## config.mk

```make
export PLATFORM = sky130hd
export DESIGN_NAME = spi_master_frame
export DESIGN_NICKNAME = d
export VERILOG_FILES = /design/src/rtl/spi_pkg.sv /design/src/rtl/spi_sck_gen.sv /design/src/rtl/spi_master_frame.sv
export SDC_FILE = /design/constraint.sdc
export NUM_CORES = 1
export LEC_CHECK = 0
export BUFFER_PORTS_ARGS = -buffer_cell sky130_fd_sc_hd__buf_2
export CAP_MARGIN = 30
export CORE_MARGIN = 5
export CORE_UTILIZATION = 30
export DETAILED_ROUTE_END_ITERATION = 10
export PLACE_DENSITY_LB_ADDON = 0.05
export SETUP_SLACK_MARGIN = 0.4
export SYNTH_ARGS = -nofsm -noshare
export SYNTH_HDL_FRONTEND = slang
export SYNTH_HIERARCHICAL = 1
export SYNTH_SLANG_ARGS = --single-unit
```

## constraint.sdc

```tcl
create_clock -name clk -period 7.3 [get_ports clk]
set_input_delay 1.095 -clock clk [delete_from_list [all_inputs] [get_ports clk]]
set_output_delay 1.095 -clock clk [all_outputs]
set_load 0.03 [all_outputs]
```

## src/rtl/spi_pkg.sv

```systemverilog
// Shared definitions for the SPI master/slave pair: FSM states, frame size default
// and the bus mode both ends agree on.
package spi_pkg;

    typedef enum logic [1:0] {
        IDLE,
        SETUP,
        SHIFT,
        GAP
    } spi_state_t;

    localparam int DEFAULT_FRAME_BITS = 32;

    // Mode 0: sck idles low, data sampled on the rising edge, changed on the falling edge.
    localparam logic SPI_CPOL = 1'b0;
    localparam logic SPI_CPHA = 1'b0;

endpackage

```

## src/rtl/spi_sck_gen.sv

```systemverilog
// Half-period divider for the SPI master: produces registered sck plus rise/fall
// strobes; the first strobe fires on the first clk edge after enable.
module spi_sck_gen
    import spi_pkg::*;
#(
    parameter int CLK_DIV = 4
) (
    input  logic clk,
    input  logic reset,
    input  logic en,
    input  logic stop,
    output logic sck,
    output logic tick,
    output logic rise,
    output logic fall
);

    localparam int DW = $clog2(CLK_DIV) + 1;

    logic [DW-1:0] div;

    // A tick marks the end of a half period; stop suppresses the rise that
    // would otherwise follow the final low half period.
    assign tick = en && (div == '0);
    assign rise = tick && (sck == SPI_CPOL) && !stop;
    assign fall = tick && (sck != SPI_CPOL);

    always_ff @(posedge clk or posedge reset) begin
        if (reset) begin
            div <= '0;
        end else if (!en) begin
            div <= '0;
        end else if (div == DW'(CLK_DIV - 1)) begin
            div <= '0;
        end else begin
            div <= div + 1'b1;
        end
    end

    always_ff @(posedge clk or posedge reset) begin
        if (reset) begin
            sck <= SPI_CPOL;
        end else if (!en) begin
            sck <= SPI_CPOL;
        end else if (rise) begin
            sck <= ~SPI_CPOL;
        end else if (fall) begin
            sck <= SPI_CPOL;
        end
    end

endmodule

```

## src/rtl/spi_master_frame.sv

```systemverilog
// Fixed-length SPI master frame engine: start/busy/done handshake on the fabric
// side, mode-0 sck/mosi/miso/cs_n on the pin side.
module spi_master_frame
    import spi_pkg::*;
#(
    parameter int FRAME_BITS = DEFAULT_FRAME_BITS,
    parameter int CLK_DIV    = 4,
    parameter int IDLE_GAP   = 4
) (
    input  logic                  clk,
    input  logic                  reset,
    input  logic                  start,
    input  logic [FRAME_BITS-1:0] tx_data,
    output logic [FRAME_BITS-1:0] rx_data,
    output logic                  busy,
    output logic                  done,
    output logic                  sck,
    output logic                  mosi,
    input  logic                  miso,
    output logic                  cs_n
);

    localparam int BW       = $clog2(FRAME_BITS) + 1;
    localparam int WAIT_MAX = (CLK_DIV > IDLE_GAP) ? CLK_DIV : IDLE_GAP;
    localparam int WW       = $clog2(WAIT_MAX + 1) + 1;
    localparam int GAP_LAST = (IDLE_GAP > 0) ? IDLE_GAP - 1 : 0;

    spi_state_t            state;
    spi_state_t            next_state;
    logic [FRAME_BITS-1:0] tx_shreg;
    logic [FRAME_BITS-1:0] rx_shreg;
    logic [BW-1:0]         bit_cnt;
    logic [WW-1:0]         wait_cnt;
    logic                  sck_en;
    logic                  last_bit;
    logic                  sck_tick;
    logic                  sck_rise;
    logic                  sck_fall;
    logic                  accept;
    logic                  setup_done;
    logic                  gap_done;
    logic                  frame_end;

    spi_sck_gen #(
        .CLK_DIV(CLK_DIV)
    ) u_sck_gen (
        .clk  (clk),
        .reset(reset),
        .en   (sck_en),
        .stop (last_bit),
        .sck  (sck),
        .tick (sck_tick),
        .rise (sck_rise),
        .fall (sck_fall)
    );

    always_ff @(posedge clk or posedge reset) begin
        if (reset) begin
            state <= IDLE;
        end else begin
            state <= next_state;
        end
    end

    always_comb begin
        next_state = state;
        case (state)
            IDLE:    if (accept)     next_state = SETUP;
            SETUP:   if (setup_done) next_state = SHIFT;
            SHIFT:   if (frame_end)  next_state = (IDLE_GAP == 0) ? IDLE : GAP;
            GAP:     if (gap_done)   next_state = IDLE;
            default: next_state = IDLE;
        endcase
    end

    // The frame ends on the tick that closes the low half period after the last bit.
    always_comb begin
        busy       = (state != IDLE);
        sck_en     = (state == SHIFT);
        last_bit   = (bit_cnt == BW'(FRAME_BITS));
        accept     = (state == IDLE) && start;
        setup_done = (state == SETUP) && (wait_cnt == WW'(CLK_DIV - 1));
        gap_done   = (state == GAP) && (wait_cnt == WW'(GAP_LAST));
        frame_end  = (state == SHIFT) && sck_tick && !sck && last_bit;
    end

    always_ff @(posedge clk or posedge reset) begin
        if (reset) begin
            wait_cnt <= '0;
        end else if (state != next_state) begin
            wait_cnt <= '0;
        end else if (state == SETUP || state == GAP) begin
            wait_cnt <= wait_cnt + 1'b1;
        end
    end

    // The MSB goes out with the cs_n fall; each later bit follows an sck fall.
    always_ff @(posedge clk or posedge reset) begin
        if (reset) begin
            tx_shreg <= '0;
            rx_shreg <= '0;
            rx_data  <= '0;
            bit_cnt  <= '0;
            mosi     <= 1'b0;
            cs_n     <= 1'b1;
            done     <= 1'b0;
        end else begin
            done <= frame_end;
            if (accept) begin
                tx_shreg <= tx_data;
                mosi     <= tx_data[FRAME_BITS-1];
                cs_n     <= 1'b0;
                bit_cnt  <= '0;
            end
            if (sck_rise) begin
                rx_shreg <= {rx_shreg[FRAME_BITS-2:0], miso};
                bit_cnt  <= bit_cnt + 1'b1;
            end
            if (sck_fall) begin
                tx_shreg <= tx_shreg << 1;
                mosi     <= last_bit ? 1'b0 : tx_shreg[FRAME_BITS-2];
            end
            if (frame_end) begin
                cs_n    <= 1'b1;
                rx_data <= rx_shreg;
            end
        end
    end

endmodule

```

* Word-level counts from Yosys, hierarchy flattened
Cells that the tools add are included.
** Operators by class
- $add $sub $neg :: 3
- Multiply operators :: 0
- Divide/modulo/power cells :: 0
- Magnitude comparators :: 0
- Equal/unequal tests :: 8
- Shifts and indexed selects :: 0
- Multiplexer cells :: 21
- Bitwise logic cells :: 1
- Reduce and logical (&&, ||, !) cells :: 20
** Operators with widths (number)
- $mux W31 :: 2
- $mux W6 :: 2
- $logic_and A1 B1 Y1 :: 10
- $reduce_bool A2 Y1 :: 5
- $mux W1 :: 8
- $mux W2 :: 4
- $mux W4 :: 2
- $pmux W2 S4 :: 1
- $add A6 B1 Y6 const B :: 1
- $eq A6 B6 Y1 const B :: 1
- $mux W3 :: 2
- $add A4 B1 Y4 const B :: 1
- $eq A2 B2 Y1 const B :: 2
- $eq A4 B2 Y1 const B :: 1
- $add A3 B1 Y3 const B :: 1
- $eq A3 B2 Y1 const B :: 1
- $logic_not A3 Y1 :: 1
- $ne A3 B3 Y1 const B :: 1
- $eq A2 B1 Y1 const B :: 1
- $logic_not A1 Y1 :: 2
- $logic_not A2 Y1 :: 1
- $ne A2 B2 Y1 :: 1
- $logic_or A1 B1 Y1 :: 1
- $not A1 Y1 :: 1
** Storage, ports and cells
- Flip-flop bits (word level) :: 114
- Latch bits :: 0
- Memory bits (writable) :: 0
- ROM bits :: 0
- Bits of input ports :: 36
- Output and inout port bits :: 37
- Word-level logic and storage cells :: 64
- Memories kept :: 0

* Depth between registers and ports, before layout
- Depth in word-level cells :: 9
- Depth in mapped cells :: 11
- Mapped depth without buffers :: 9

* Modules after synthesis
Netlist, hierarchy kept.
** By module, submodules not included
- spi_master_frame :: instances 1, cells each 342, area each 4535.6 um^2, sequential area each 2753.9 um^2
- spi_sck_gen :: instances 1, cells each 22, area each 220.2 um^2, sequential area each 100.1 um^2

* Worst setup path after synthesis
No wires, ideal clock.
- Kind :: input to register
- Start :: input port start
- End :: register bit_cnt[5]
- Library setup time :: 130 ps
- Data arrival time :: 1975 ps
- Required time :: 7170 ps
- Setup slack :: 5195 ps
- Cell stages on the path :: 4
- Cell sequence :: or3b_1 -> buf_1 -> o221ai_1 -> o31ai_1
** On the way
- Longest elaborated chain between the ends :: 2
** RTL lines
- from (decl) :: RTL line spi_master_frame.sv:12 : input logic start,
- $logic_and A1 B1 Y1 :: RTL line spi_master_frame.sv:81 : accept = (state == IDLE) && start;
- $reduce_bool A2 Y1 (no line)
- to (signal assigned) :: RTL line spi_master_frame.sv:117 : bit_cnt <= bit_cnt + 1'b1;
- to (decl) :: RTL line spi_master_frame.sv:32 : logic [BW-1:0] bit_cnt;
Every way passes these cells.
A chain may end at the register's enable or synchronous reset.

* Final worst setup path
- Start :: register bit_cnt[0]
- End :: register bit_cnt[5]
** On the way
- Longest elaborated chain between the ends :: 4
- Elaborated cells between the ends (all ways) :: 6
- Classes of those cells :: add/sub: 1; eq/ne: 1; mux: 1; reduce/logical: 3
** RTL lines
- $eq A6 B6 Y1 (*) :: RTL line spi_master_frame.sv:80 : last_bit = (bit_cnt == BW'(FRAME_BITS));
- via last_bit :: RTL line spi_master_frame.sv:35 : logic last_bit;
- $logic_not A1 Y1 (*) :: RTL line spi_sck_gen.sv:25 : assign rise = tick && (sck == SPI_CPOL) && !stop;
- $logic_and A1 B1 Y1 (*) :: RTL line spi_sck_gen.sv:25
- via sck_rise :: RTL line spi_master_frame.sv:37 : logic sck_rise;
- $mux W6 or $reduce_bool A2 Y1 (tied branches)
The timed path passes the listed nets; every way through them passes the cells marked *.

==> flow_metrics.py <==
metrics = {
    "status": {
        "status": "complete, no violations",
    },
    "timing": {
        "post-route-min-period_ns": 2.63,
        "final-max-slew-violation-count": 0,
        "tns_ns": 0,
        "max_freq_ghz": 0.381,
        "setup_ws_ns": 4.67,
        "hold_violations": 0,
        "setup_viol": 0,
        "skew_ns": 0.00589,
        "max_slew_margin": 0.326,
        "fin_hold_ws_ns": 0.457,
        "fin_crit_sh": 0.360,
        "rsz0062_at_grt": "false",
        "worst_pin_slew_ns": 1.01,
    },
    "setup_path": {
        "critPathCaptureType": "register",
        "path_cells": "inv_1, ha_1, nand2_1, nor2_1, nor2_1, and3_2, nand4_1, o221ai_1, o31ai_1",
        "path_common_cell": "nor2_1",
        "r2r-end": "bit_cnt[5]$_DFFE_PP0P_",
        "crit_buf_inv": 1,
        "cp_max_fo": 42,
        "reg2reg_depth": 9,
        "cp-startpoint": "bit_cnt[0]$_DFFE_PP0P_",
        "crit_path_max_incr_delay_ns": 0.82,
        "arrival_ns": 2.90,
        "endpoint": "bit_cnt[5]$_DFFE_PP0P_",
        "rrSetupSlack_ns": 4.67,
        "crit_slowest_cell": "and3_2",
        "r2r_start": "bit_cnt[0]$_DFFE_PP0P_",
        "critical_path.top_delay_family": "simple AND/OR/NAND/NOR gates",
        "startpoint_type": "register",
        "cp.required_ns": 7.58,
        "worst-path-stages": 9,
        "worstSetupPathType": "reg2reg",
    },
    "power_and_ir_drop": {
        "p_sw_uw": 625,
        "comb_power_share": 0.218,
        "fin_total_pwr_uw": 2150,
        "swShare": 0.291,
        "pwr-share-seq": 0.421,
        "vdd_drop_max_mv": 0.178,
        "p_leak_uw": 0.00283,
        "internal_power_uw": 1520,
        "power.density_mw_per_mm2": 368,
        "power_frac_clock": 0.361,
    },
    "final_layout": {
        "n_antenna_cell": 0,
        "fillCellCount": 1559,
        "area_growth_pct": 23.0,
        "nets": 477,
        "layout-drive-gt1-share": 0.388,
    },
    "cts": {
        "cts_sinks": 114,
        "ctsLongestPathBuffers": 2,
        "cts_hold_buf": 0,
        "cts_resized": 0,
        "clk_pin_slew_ns": 0.05,
        "cts_root_buffer": "clkbuf_16",
        "cts_tree": "done",
        "cts_buffers": 17,
        "post_cts_buffers": 0,
        "cts_htree_levels": 4,
        "clk_latency_ns": 0.40,
    },
    "synthesis": {
        "synth_top_area_share": 0.595,
        "synth-seq-area-share": 0.600,
        "synth_area_leader_cell": "dfrtp_1",
        "netlist_area_mm2": 0.00476,
        "yosys_warnings": 6,
        "synth_nets": 405,
        "yosys.cell_types.count": 39,
        "ys_seq_elements": 114,
        "synth_cells": 364,
        "synth_top_flop_cell": "dfrtp_1",
        "synth_edf_count": 0,
        "synth_common_cells": "113 x dfrtp_1, 60 x mux2_2, 40 x nand2_1",
        "yosysMostFrequentCell": "dfrtp_1",
        "synthTopCellsByArea": "dfrtp_1 59%, mux2_2 14%, mux2i_1 6.9%",
        "ys_async_sr_fraction": 1.00,
        "avgSynthCellArea_um2": 13.1,
    },
    "run": {
        "drv_cap": 0,
    },
    "drt": {
        "dr_total_vias": 2925,
        "dr.pass1.iters": 4,
        "wl_per_cell_um": 14.5,
        "final_antenna_net_count": 0,
        "totalWireLength_um": 9600,
        "drc_errors": 0,
        "drt_iter0_drc": 110,
        "avgViaCountPerCell": 4.42,
    },
    "grt": {
        "grt_pass1_wl_um": 16200,
        "grt_overflow": 0,
        "antenna_found_initial": 0,
        "grt_usage": 0.113,
        "grt_pass1_vias": 3111,
        "grt_max_degree": 73,
    },
    "placed_design": {
        "dp_slack_ns": 4.64,
        "place_hpwl_um": 6100,
        "port_buffers": 72,
        "gp_congestion": 0.735,
    },
    "die": {
        "num_rows": 46,
        "die_w_um": 136,
        "pin_count": 73,
        "die_y_um": 136,
        "core_area_mm2": 0.0157,
        "design.die.area_mm2": 0.0185,
        "start_util": 0.303,
    },
    "min_path": {
        "hold_path_class": "reg2reg",
    },
}
logic make-up after synthesis:
group	Yosys count	share of synthesized area
mux	97	0.221
fa+ha+maj	5	0.0132
compound gates	45	0.0521
flops	114	0.600
buf+inv	32	0.0321
simple gates	67	0.0742
xor+xnor	4	0.00737
registers in the layout, summed over array words and instances (netlist names):
name           flops
u_sck_gen/sck      1
rx_data           32
done               1
tx_shreg          31
state              2
u_sck_gen/div      3
cs_n               1
bit_cnt            6
mosi               1
rx_shreg          32
wait_cnt           4
metal layers:
layer  wire length [um]  share of wire  global-route usage
met1               4590           0.48               0.145
met2               4420           0.46               0.169
met3                421          0.044              0.0422
met4                163          0.017              0.0504
met5                  0              0                   0
how the worst min path moves through the flow:
stage | startpoint | end | slack [ns] | cells after the start
floorplan | u_sck_gen/div[0]$_DFF_PP0_ | u_sck_gen/div[0]$_DFF_PP0_ | 0.43 | 1
global placement | u_sck_gen/div[0]$_DFF_PP0_ | u_sck_gen/div[0]$_DFF_PP0_ | 0.45 | 1
detailed placement | u_sck_gen/div[0]$_DFF_PP0_ | u_sck_gen/div[0]$_DFF_PP0_ | 0.45 | 1
CTS | u_sck_gen/div[0]$_DFF_PP0_ | u_sck_gen/div[0]$_DFF_PP0_ | 0.46 | 1
global route | u_sck_gen/div[0]$_DFF_PP0_ | u_sck_gen/div[0]$_DFF_PP0_ | 0.50 | 1
finish | u_sck_gen/div[0]$_DFF_PP0_ | u_sck_gen/div[0]$_DFF_PP0_ | 0.46 | 1
power groups by stage:
stage	registers, uW	logic [uW]	clock network, uW
detailed placement	914	476	0
CTS	906	480	803
finish	906	468	777
global route	929	531	836
global placement	913	469	0
floorplan	892	382	0
area by class of cell:
| type | count | area, um2 | area share |
|---|---|---|---|
| clock buffer | 22 | 464 | 0.0793 |
| clock inverter | 7 | 85.1 | 0.0145 |
| inverter | 10 | 40.0 | 0.00684 |
| multi-input combinational | 218 | 1750 | 0.300 |
| sequential | 114 | 2850 | 0.488 |
| tap | 216 | 270 | 0.0462 |
| timing repair buffer | 75 | 383 | 0.0654 |
worst register-to-register path: cells and delay by family, from the launching register on:
kind	cells	cell delay [ns]
and+or+nand+nor	5	1.51
AOI/OAI and AO/OA	2	0.35
DFF	1	0.40
adders and majority gates	1	0.19
buffers and inverters	1	0.06
cell usage in the layout (no fill, tap or decap), types with 2 or more instances in the layout:
cell         n
nand3b_1     2
clkbuf_1     3
o21ai_1      4
nor2_1       4
mux2_1       4
o31ai_1      3
buf_2       72
dfrtp_1    113
nand4_1      3
nor2b_1      2
inv_1        9
nand2_1     40
mux2_2      60
bufinv_16    2
nor4_1       2
o22ai_1      3
xor2_1       4
o21ai_0     30
mux2i_1     33
clkbuf_16   17
ha_1         5
and3_2       3
clkinv_2     5
clkbuf_8     2
o211ai_1     2
buf_4        3
stage by stage:
stage | cells | util | instance area (um2)
2_1_floorplan | 364 | - | 4760
3_3_place_gp | 633 | 0.337 | 5300
3_5_place_dp | 633 | 0.337 | 5300
4_1_cts | 662 | 0.372 | 5850
5_1_grt | 662 | 0.372 | 5850
6_report | 662 | 0.372 | 5850
Power figures use the tool's default switching activity.
